<file path="src/rtl/wall_trace_sequencer.sv">
// rtl/wall_trace_sequencer.sv - issues one wall trace per scanline and turns the result into a centred wall span
// Trace results are double-buffered: captured mid-blanking, shown from the following line.
module wall_trace_sequencer #(
  parameter int H_VIEW    = 640,
  parameter int H_TOTAL   = 800,
  parameter int V_ROWS    = 480,
  parameter int V_TOTAL   = 525,
  parameter int RUN_START = 640,
  parameter int RUN_LEN   = 150
) (
  input  logic        clk,
  input  logic        reset_n,
  input  logic        vsync,
  input  logic [9:0]  i_hpos,
  input  logic [9:0]  i_vpos,
  input  logic        i_side,
  input  logic [10:0] i_size,
  output logic        o_run,
  output logic [9:0]  o_row,
  output logic        o_wall,
  output logic        o_side,
  output logic        o_valid
);

  localparam int CW = $clog2(RUN_LEN + 1);
  localparam logic [9:0]    L_RUN_START = 10'(RUN_START);
  localparam logic [9:0]    L_HLAST     = 10'(H_TOTAL - 1);
  localparam logic [9:0]    L_VLAST     = 10'(V_TOTAL - 1);
  localparam logic [9:0]    L_VROWS     = 10'(V_ROWS);
  localparam logic [10:0]   L_VIEW      = 11'(H_VIEW);
  localparam logic [10:0]   L_CENTRE    = 11'(H_VIEW / 2);
  localparam logic [CW-1:0] L_CNT_INIT  = CW'(RUN_LEN - 1);

  typedef enum logic [1:0] {S_IDLE, S_RUN, S_CAPTURE, S_HOLD} state_t;

  state_t        r_state;
  logic [CW-1:0] r_cnt;
  logic          r_pend_valid;
  logic          r_pend_side;
  logic [10:0]   r_pend_size;
  logic [10:0]   r_disp_size;

  logic [9:0]    w_trow;
  logic          w_start;
  logic          w_last;
  logic [10:0]   w_hpos;
  logic [10:0]   w_half;
  logic [10:0]   w_sum;
  logic [10:0]   w_left;
  logic [10:0]   w_right;
  logic          w_in_span;

  assign w_trow  = (i_vpos == L_VLAST) ? 10'd0 : i_vpos + 10'd1;
  assign w_start = (i_hpos == L_RUN_START) && (w_trow < L_VROWS);
  assign w_last  = (i_hpos == L_HLAST);

  // Span is [centre-half, centre+half), saturated to the visible line on both sides.
  assign w_hpos    = {1'b0, i_hpos};
  assign w_half    = r_disp_size >> 1;
  assign w_sum     = L_CENTRE + w_half;
  assign w_left    = (w_half > L_CENTRE) ? 11'd0 : L_CENTRE - w_half;
  assign w_right   = (w_sum > L_VIEW) ? L_VIEW : w_sum;
  assign w_in_span = o_valid && (w_hpos >= w_left) && (w_hpos < w_right) && (w_hpos < L_VIEW);

  always_ff @(posedge clk or negedge reset_n) begin
    if (!reset_n) begin
      r_state      <= S_IDLE;
      r_cnt        <= '0;
      r_pend_valid <= 1'b0;
      r_pend_side  <= 1'b0;
      r_pend_size  <= '0;
      r_disp_size  <= '0;
      o_run        <= 1'b0;
      o_row        <= '0;
      o_wall       <= 1'b0;
      o_side       <= 1'b0;
      o_valid      <= 1'b0;
    end else if (vsync) begin
      r_state      <= S_IDLE;
      o_run        <= 1'b0;
      r_pend_valid <= 1'b0;
      r_pend_side  <= 1'b0;
      r_pend_size  <= '0;
      r_disp_size  <= '0;
      o_side       <= 1'b0;
      o_valid      <= 1'b0;
      o_wall       <= 1'b0;
    end else begin
      case (r_state)
        S_IDLE: begin
          if (w_start) begin
            r_state <= S_RUN;
            o_run   <= 1'b1;
            o_row   <= w_trow;
            r_cnt   <= L_CNT_INIT;
          end
        end
        S_RUN: begin
          if (r_cnt == '0) begin
            o_run   <= 1'b0;
            r_state <= S_CAPTURE;
          end else begin
            r_cnt <= r_cnt - 1'b1;
          end
        end
        S_CAPTURE: begin
          r_pend_valid <= 1'b1;
          r_pend_side  <= i_side;
          r_pend_size  <= i_size;
          r_state      <= S_HOLD;
        end
        S_HOLD: begin
          if (w_last) r_state <= S_IDLE;
        end
        default: r_state <= S_IDLE;
      endcase

      // End of line: show what was traced this line, then forget it.
      if (w_last) begin
        o_valid      <= r_pend_valid;
        o_side       <= r_pend_side;
        r_disp_size  <= r_pend_size;
        r_pend_valid <= 1'b0;
        r_pend_side  <= 1'b0;
        r_pend_size  <= '0;
      end

      o_wall <= w_in_span;
    end
  end

endmodule

</file>
<file path="config.mk">
export PLATFORM = sky130hd
export DESIGN_NAME = wall_trace_sequencer
export DESIGN_NICKNAME = d
export VERILOG_FILES = /design/src/rtl/wall_trace_sequencer.sv
export SDC_FILE = /design/constraint.sdc
export NUM_CORES = 1
export LEC_CHECK = 0
export ABC_AREA = 1
export BUFFER_PORTS_ARGS = -buffer_cell sky130_fd_sc_hd__buf_4
export CAP_MARGIN = 20
export CORE_ASPECT_RATIO = 1.25
export CORE_MARGIN = 2
export CORE_UTILIZATION = 62
export DETAILED_ROUTE_END_ITERATION = 6
export PLACE_DENSITY = 0.86
export SETUP_SLACK_MARGIN = 0.2
export SLEW_MARGIN = 20
export SYNTH_ARGS = -nofsm -noshare
export SYNTH_HDL_FRONTEND = slang
export SYNTH_SLANG_ARGS = --single-unit
export TNS_END_PERCENT = 50
</file>
<file path="constraint.sdc">
create_clock -name clk -period 7.5 [get_ports clk]
set_input_delay 0.375 -clock clk [delete_from_list [all_inputs] [get_ports clk]]
set_output_delay 0.375 -clock clk [all_outputs]
set_load 0.01 [all_outputs]
</file>
==> results.json, run 1 <==
{
  "final_cell_mix": "nand2_1 (124), buf_4 (47), dfrtp_1 (46)",
  "grt_pass1_wl_um": 11600,
  "syn_inst": 428,
  "layout_commonest_cell": "nand2_1",
  "arrival_ns": 2.99,
  "placement.io_buffers": 47,
  "cts-root-buf": "clkbuf_8",
  "drc": 0,
  "clk_pin_slew_ns": 0.09,
  "viasPerCell": 5.34,
  "syn-mean-instance-area_um2": 7.42,
  "hold_path_class": "input port to asynchronous set/reset pin",
  "rows": 29,
  "post-place-ws_ns": 4.75,
  "cp_max_fo": 7,
  "postCtsResizedCells": 0,
  "regArea_um2": 1150,
  "place_hpwl_um": 5230,
  "cts_hold_buf": 0,
  "seq_area_frac_synth_pct": 36.2,
  "leakagePower_nw": 1.96,
  "yosysWarnings": 0,
  "track_usage_pct": 25.9,
  "io_pins": 49,
  "cp.required_ns": 7.73,
  "cts_buffers": 5,
  "syn-num-nets": 494,
  "grt_overflow": 0,
  "syn_to_final_growth_pct": 15.8,
  "drt_iter0_drc": 137,
  "rr_startpoint": "r_disp_size[3]",
  "fin_total_pwr_w": 0.000910,
  "r2r_end": "o_wall",
  "final_net_count": 540,
  "firstDrtPassIters": 4,
  "cts_tree": "done",
  "synth_seq_cells": 46,
  "power.density_nw_per_um2": 247,
  "max_freq_mhz": 362,
  "tightest_slew_ns": 0.725,
  "criticalPathCategory": "register to register",
  "worstRegToRegCells": 21,
  "holdWs_ns": 0.0557,
  "gp_congestion": 0.818,
  "reg2reg_slack_ns": 4.74,
  "synth_ff_type": "dfrtp_1",
  "cts_setup_buffers": 0,
  "synth.top_cell.area_share_pct": 36.2,
  "initial_core_util_pct": 63.4,
  "yosysTopAreaCell": "dfrtp_1",
  "drv_cap": 0,
  "cp-start-kind": "register",
  "fp.dieH_um": 84.0,
  "vias": 2865,
  "clockBufferDepth": 2,
  "final_hold_viol_count": 0,
  "antenna_found_initial": 0,
  "fin_tns_setup_ns": 0,
  "syn_area_um2": 3180,
  "finalCriticalPeriod_ns": 2.76,
  "dieArea_um2": 5720,
  "synth.area.top_cells": "dfrtp_1 (36%), nand2_1 (15%), ha_1 (12%)",
  "post_synth_num_cell_types": 39,
  "diodes": 0,
  "die_x_um": 68.0,
  "fin_ws_ns": 4.74,
  "finalCritPeriodShare_pct": 36.9,
  "rsz0062_at_grt": "false",
  "skew_ns": 0.00678,
  "vdd_ir_drop_max_mv": 0.221,
  "clk_latency_ns": 0.30,
  "cts_max_level": 2,
  "post_drt_wl_per_cell_um": 12.3,
  "wl_um": 6620,
  "setup_viol": 0,
  "final_layout_size_suffix_gt1_share_pct": 17.5,
  "ant_nets": 0,
  "multi_input_area_um2": 1780,
  "fill_cells": 415,
  "status": "finished clean",
  "drv_slew": 0,
  "core-area_um2": 5010,
  "grt_max_degree": 47,
  "synth_async_sr_flop_share_pct": 100,
  "cts_sinks": 46,
  "synth_edf_count": 0,
  "end_kind": "register",
  "grt_pass1_vias": 2849,
  "slew_headroom_pct": 51.5
}
-- per-layer routing --
metal	vias to the layer above	wire length [µm]	GRT usage, %
met2	55	3590	48.0
met3	11	228	4.05
met1	1317	2670	29.0
met5	-	0	0
li1	1482	-	-
met4	0	120	8.00
-- registers in the layout, summed over array words and instances, names as in the netlist --
register / flops
o_row: 10
r_disp_size: 10
r_pend_size: 10
r_cnt: 8
r_state: 2
o_run: 1
o_side: 1
o_valid: 1
o_wall: 1
r_pend_side: 1
r_pend_valid: 1
-- Yosys cell counts (4+ instances only) --
master / number
nand2_1: 124
nand2_2: 7
o21ai_1: 14
inv_1: 43
nor3_1: 5
ha_1: 31
inv_2: 8
o21ai_2: 4
a21oi_1: 9
nand3_1: 42
nor2_1: 29
nand4_1: 6
clkbuf_1: 5
dfrtp_1: 46
o21ai_0: 20
-- power breakdown --
group | total, W | switching, W | internal [W]
combinational | 0.000394 | 0.000246 | 0.000148
sequential | 0.000329 | 0.0000351 | 0.000294
clock | 0.000187 | 0.0000869 | 0.0000999
total | 0.000910 | 0.000368 | 0.000541
-- worst max-delay path: stages (launching register included) --
cell and delay, ns:
dfrtp_1 0.41, inv_1 0.12, nand3_1 0.12, nor2_1 0.15
nand3_1 0.14, nand2_1 0.08, nand2_1 0.06, nor2_1 0.16
nor2_1 0.06, inv_1 0.15, nand3_1 0.10, ha_1 0.31
nand2_1 0.08, nor2_1 0.14, nand2_1 0.08, o211ai_1 0.10
nand2_1 0.07, nand2_1 0.07, o21bai_1 0.06, nand2_1 0.05
nand2_1 0.05, a21oi_1 0.13
-- layout make-up --
type	count	share of cell area (%)
clock buffer	5	1.87
clock inverter	3	1.19
inverter	54	5.58
multi-input combinational	320	48.3
sequential	46	31.3
tap	62	2.11
timing repair buffer	47	9.60
-- cells by family after synthesis --
family	synth area share [%]
flops	36.2
fa+ha+maj	12.2
simple gates	31.8
xor+xnor	1.38
buf+inv	7.80
other cells	0.118
compound gates	10.4
-- worst max-delay path by stage --
stage,from,to,slack (ns)
final,r_disp_size[3],o_wall,4.74
after global routing,r_disp_size[3],o_wall,4.44
after CTS,r_disp_size[3],o_wall,4.72
after detailed placement,r_disp_size[3],o_wall,4.75
after global placement,r_disp_size[3],o_wall,4.83
after floorplan,r_disp_size[3],o_wall,5.15
-- through the flow --
stage / instances / util, % / cell area (µm²)
4_1_cts: 537 / 73.4 / 3680
3_3_place_gp: 529 / 71.2 / 3560
5_1_grt: 537 / 73.4 / 3680
3_5_place_dp: 529 / 71.2 / 3560
2_1_floorplan: 428 / - / 3180
6_report: 537 / 73.4 / 3680
(Power assumes the default switching activity.)
==> run 2, diff against run 1 <==
- CORE_UTILIZATION: 62 -> 52
- PLACE_DENSITY: 0.86 -> 0.77
- clock period: 7.5 -> 2.4 ns (I/O delays scaled with it)
==> run 2 against run 1 <==
- the run now ends with setup timing left
- first-iteration DRC count is 28% higher
- register-to-register slack worse by 4.9 ns
- die area is 18% higher
- sequential power grew to 3.1 times the previous value
- clock-buffer cell count is 2 higher
- critical endpoint unchanged
- largest cell class unchanged
- largest power group unchanged
==> results.json, run 2 (same netlist as run 1, synthesis figures left out) <==
{
  "crit_path_max_incr_delay_ns": 0.40,
  "cts_buffers": 5,
  "dieArea_um2": 6750,
  "placement.io_buffers": 47,
  "arrival_ns": 2.79,
  "syn_to_final_growth_pct": 24.8,
  "wl_um": 7190,
  "core-area_um2": 5860,
  "post-route-util_pct": 67.7,
  "final_layout_size_suffix_gt1_share_pct": 25.5,
  "leakagePower_nw": 2.09,
  "holdWs_ns": 0.0165,
  "p_comb_share_pct": 48.3,
  "final_hold_viol_count": 0,
  "hold_path_class": "input port to register",
  "dp.cells": 559,
  "finalCriticalPeriod_ns": 2.55,
  "power.density_nw_per_um2": 739,
  "initial_core_util_pct": 54.2,
  "ant_nets": 0,
  "cts_tree": "done",
  "gp_congestion": 0.871,
  "drv_cap": 0,
  "slew_headroom_pct": 52.5,
  "route.met2.wl_um": 3810,
  "grt_pass1_vias": 2819,
  "instances_no_fill": 581,
  "path_buf_inv": 2,
  "wl_met1_um": 3010,
  "fin_ws_ns": -0.153,
  "cp_max_fo": 7,
  "crit_family": "simple AND/OR/NAND/NOR gates",
  "status": "finished with violations",
  "final_cell_mix": "nand2_1 (118), buf_4 (70), dfrtp_1 (46)",
  "drv_slew": 0,
  "die_x_um": 73.9,
  "grt_overflow": 0,
  "switching_share_pct": 40.5,
  "vias": 3012,
  "firstDrtPassIters": 4,
  "io_pins": 49,
  "criticalPathCategory": "register to register",
  "finalCritPeriodShare_pct": 106,
  "p_switching_w": 0.00119,
  "viasPerCell": 5.18,
  "fin_total_pwr_w": 0.00293,
  "crit_top_cell": "nand2_1",
  "skew_ns": 0.00577,
  "path_cells": "inv_2 -> nand3_4 -> nor2_4 -> nand3_2 -> nand2_2 -> nand2_2 -> nor2_2 -> nor2_1 -> inv_2 -> nand3_1 -> ha_1 -> nand2_1 -> nor2_2 -> nand2_1 -> o211ai_1 -> nand2_1 -> nand2_1 -> o21bai_1 -> nand2_1 -> nand2_1 -> a21oi_1",
  "cts_sinks": 46,
  "rows": 31,
  "drc": 0,
  "clk_latency_ns": 0.30,
  "grt_max_degree": 47,
  "power_frac_seq_pct": 34.9,
  "rsz0062_at_grt": "true",
  "diodes": 0,
  "max_freq_mhz": 392,
  "track_usage_pct": 21.8,
  "clockBufferDepth": 2,
  "largest_registers": "o_row (10), r_disp_size (10), r_pend_size (10)",
  "cp.required_ns": 2.63,
  "post_drt_wl_per_cell_um": 12.4,
  "drt_iter0_drc": 176,
  "place_hpwl_um": 5200,
  "cp-start-kind": "register",
  "setup_viol": 1,
  "dr.max_layer_used": "met4",
  "p_clk_share_pct": 16.8,
  "clk_pin_slew_ns": 0.09,
  "grt_pass1_wl_um": 11800,
  "cell_internal_pwr_w": 0.00174,
  "layout_commonest_cell": "nand2_1",
  "fp.dieH_um": 91.4,
  "cts-root-buf": "clkbuf_8",
  "vdd_ir_drop_max_mv": 0.538,
  "antenna_found_initial": 0,
  "tightest_slew_ns": 0.710,
  "end_kind": "register",
  "wl_met3_um": 243,
  "violations": "setup timing",
  "cts_max_level": 2,
  "crit_path_top_delay_cell": "dfrtp_1",
  "final_net_count": 564
}
## run 2: changes by cell type in the layout (fill, tap and decap cells not counted), moves of 3 or more
cell,change
nor2_2,+3
inv_1,-4
nand3_2,+4
inv_2,+4
nand2_1,-6
buf_4,+23
nand3_1,-5
ha_4,+3
nor2_1,-4
ha_1,-3
nand2_2,+6
## run 2: layout make-up
type / instances / area, µm²
multi-input combinational: 320 / 1880
inverter: 54 / 205
clock buffer: 7 / 86.3
fill: 519 / 1890
clock inverter: 1 / 5.00
timing repair buffer: 71 / 536
sequential: 46 / 1150
tap: 82 / 103
## run 2: worst reg2reg max path: stages (launching register included)
cell      delay [ns]
dfrtp_1         0.40
inv_2           0.10
nand3_4         0.10
nor2_4          0.13
nand3_2         0.09
nand2_2         0.07
nand2_2         0.05
nor2_2          0.12
nor2_1          0.07
inv_2           0.15
nand3_1         0.12
ha_1            0.29
nand2_1         0.06
nor2_2          0.13
nand2_1         0.09
o211ai_1        0.11
nand2_1         0.08
nand2_1         0.07
o21bai_1        0.07
nand2_1         0.06
nand2_1         0.05
a21oi_1         0.10
## run 2: per-layer routing
layer,global-route usage (%),vias to the layer above
li1,-,1536
met1,25.5,1403
met2,39.9,62
met3,3.33,11
met4,6.06,0
met5,0,-
## run 2: power groups by stage
| stage | clock network (W) | logic [W] | registers, W |
|---|---|---|---|
| after global routing | 0.000540 | 0.00162 | 0.00104 |
| after detailed placement | 0 | 0.00125 | 0.00103 |
| after CTS | 0.000504 | 0.00132 | 0.00102 |
| after global placement | 0 | 0.00121 | 0.00103 |
| after floorplan | 0 | 0.000963 | 0.00102 |
| final | 0.000491 | 0.00142 | 0.00102 |
## run 2: worst paths after layout
kind | from | end | slack (ns) | depth (start not counted)
max in group asynchronous | reset_n | r_disp_size[2] | 1.64 | 2
max | r_disp_size[2] | o_wall | -0.15 | 21
min | i_size[9] | r_pend_size[9] | 0.02 | 3
min reg2reg | o_side | o_side | 0.49 | 2
max reg2reg | r_disp_size[2] | o_wall | -0.15 | 21
min in group asynchronous | reset_n | o_valid | 0.35 | 2
## run 2: through the flow
step           setup WS (ns)  TNS (ns)  area [µm²]
2_1_floorplan          0.142         0        3190
3_3_place_gp        0.000146         0        3680
3_5_place_dp          -0.101    -0.101        3680
4_1_cts              -0.0199   -0.0199        3870
5_1_grt               -0.312    -0.312        3960
6_report              -0.153    -0.153        3960
## run 2: repair_timing
item / in CTS / in global routing
pin swaps: 6 / 6
hold buffers: 1 / 0
endpoints found under the hold margin: 46 / 0
resized for setup: 1 / 16
setup buffers: 12 / 1
endpoints found under the setup margin: 1 / 1
==> run 3, diff against run 2 <==
- CORE_ASPECT_RATIO: 1.25 -> 2
- SKIP_LAST_GASP: not set -> 1
==> run 3 against run 2 <==
- the run still ends with setup timing left
- first-iteration DRC count is 66% lower
- non-clock buffer count is 1 higher
- setup slack better by 0.14 ns
- clock skew is 0.0014 ns higher
- hold slack better by 0.012 ns
- register-to-register slack better by 0.14 ns
- clock power is 39% higher
- critical path type unchanged
==> results.json, run 3 (same netlist as run 1, synthesis figures left out) <==
{
  "final_hold_viol_count": 0,
  "syn_to_final_growth_pct": 26.0,
  "cts_max_level": 2,
  "clk_pin_slew_ns": 0.06,
  "drt_iter0_drc": 60,
  "initial_core_util_pct": 53.3,
  "violations": "setup timing",
  "drc": 0,
  "path_buf_inv": 7,
  "cts-root-buf": "clkbuf_16",
  "dp.cells": 547,
  "rows": 40,
  "largest_registers": "o_row (10), r_disp_size (10), r_pend_size (10)",
  "slew_headroom_pct": 49.1,
  "diodes": 0,
  "crit_top_cell": "buf_4",
  "holdWs_ns": 0.0286,
  "viasPerCell": 5.48,
  "instances_no_fill": 561,
  "clockBufferDepth": 2,
  "firstDrtPassIters": 4,
  "ant_nets": 0,
  "criticalPathCategory": "register to register",
  "io_pins": 49,
  "grt_pass1_wl_um": 12900,
  "track_usage_pct": 24.8,
  "fin_ws_ns": -0.0138,
  "power.density_nw_per_um2": 781,
  "crit_family": "buffers and inverters",
  "placement.io_buffers": 47,
  "multi_input_area_um2": 1880,
  "cts_buffers": 5,
  "fill_cells": 517,
  "vias": 3076,
  "crit_path_max_incr_delay_ns": 0.38,
  "antenna_found_initial": 0,
  "crit_path_top_delay_cell": "dfrtp_1",
  "core-area_um2": 5960,
  "regArea_um2": 1150,
  "grt_pass1_vias": 3095,
  "wl_um": 7700,
  "cp-start-kind": "register",
  "gp_congestion": 0.940,
  "grt_max_degree": 47,
  "final_cell_mix": "nand2_1 (121), buf_4 (71), dfrtp_1 (45)",
  "cp.required_ns": 2.62,
  "clk_latency_ns": 0.29,
  "grt_overflow": 0,
  "skew_ns": 0.00717,
  "cts_sinks": 46,
  "cp_max_fo": 3,
  "drv_cap": 0,
  "end_kind": "register",
  "hold_path_class": "input port to register",
  "arrival_ns": 2.64,
  "setup_viol": 1,
  "path_cells": "inv_2 -> nand3_4 -> nor2_4 -> nand3_2 -> nand2_1 -> nand2_2 -> nor2_4 -> buf_4 -> buf_4 -> buf_4 -> buf_4 -> buf_4 -> buf_4 -> a31oi_1 -> ha_1 -> nand2_1 -> o21bai_1 -> nand2_1 -> nand2_1 -> a21oi_1",
  "vdd_ir_drop_max_mv": 0.836,
  "final_layout_size_suffix_gt1_share_pct": 25.3,
  "final_cell_area_um2": 4000,
  "max_freq_mhz": 414,
  "layout_commonest_cell": "nand2_1",
  "post-route-util_pct": 67.2,
  "dieArea_um2": 6790,
  "rsz0062_at_grt": "true",
  "finalCritPeriodShare_pct": 101,
  "leakagePower_nw": 2.11,
  "cts_tree": "done",
  "post_drt_wl_per_cell_um": 13.7,
  "drv_slew": 0,
  "final_net_count": 565,
  "fp.dieH_um": 115,
  "status": "finished with violations",
  "die_x_um": 59.3,
  "tightest_slew_ns": 0.760,
  "finalCriticalPeriod_ns": 2.41,
  "postPlaceCellArea_um2": 3710,
  "place_hpwl_um": 5890
}
run 3: changes by cell type in the layout (fill, tap and decap cells not counted), sizes merged:
cell    delta
buf        +1
clkinv     -1
clkbuf     -1
run 3: timing repair:
action,CTS,global route
setup endpoints to repair,1,1
gates cloned,0,0
resized for setup,16,3
endpoints found under the hold margin,46,0
setup buffers,7,0
hold buffers,1,0
pin swaps,15,0
run 3: metrics by stage:
step	worst slack [ns]	power (W)	setup TNS [ns]
2_1_floorplan	0.142	0.00198	0
3_3_place_gp	-0.0438	0.00229	-0.0438
3_5_place_dp	-0.0997	0.00234	-0.0997
4_1_cts	0.0391	0.00312	0
5_1_grt	-0.177	0.00338	-0.177
6_report	-0.0138	0.00313	-0.0138
run 3: path summary, 6_finish.rpt:
kind / cells past startpoint / from / endpoint / slack [ns]
setup / recovery: 20 / r_disp_size[2] / o_wall / -0.01
hold / removal: 3 / i_size[7] / r_pend_size[7] / 0.03
setup reg to reg: 20 / r_disp_size[2] / o_wall / -0.01
hold reg to reg: 2 / o_row[9] / o_row[9] / 0.49
max in group asynchronous: 2 / reset_n / r_disp_size[7] / 1.58
min in group asynchronous: 2 / reset_n / o_valid / 0.38
run 3: area by class of cell:
cell class	instances	area share, %
Inverter	54	5.13
Timing Repair Buffer	72	13.6
Multi-Input combinational cell	320	47.1
Clock buffer	6	3.47
Sequential cell	46	28.8
Tap cell	63	1.97
run 3: report_power, final:
group,switching (W),internal (W)
Combinational,0.000826,0.000590
Clock,0.000279,0.000403
Sequential,0.000107,0.000920
Total,0.00121,0.00191
run 3: per-layer routing:
layer	global-route usage [%]	routed length [µm]	part of all wire, %
met4	10.6	233	3.0
met3	4.52	272	3.5
met2	48.8	4570	59
met1	22.9	2620	34
met5	0	0	0
run 3: tightest hold or removal path: stages:
cell and delay, ns:
buf_4 0.07, nand2_1 0.04, nand2_1 0.05
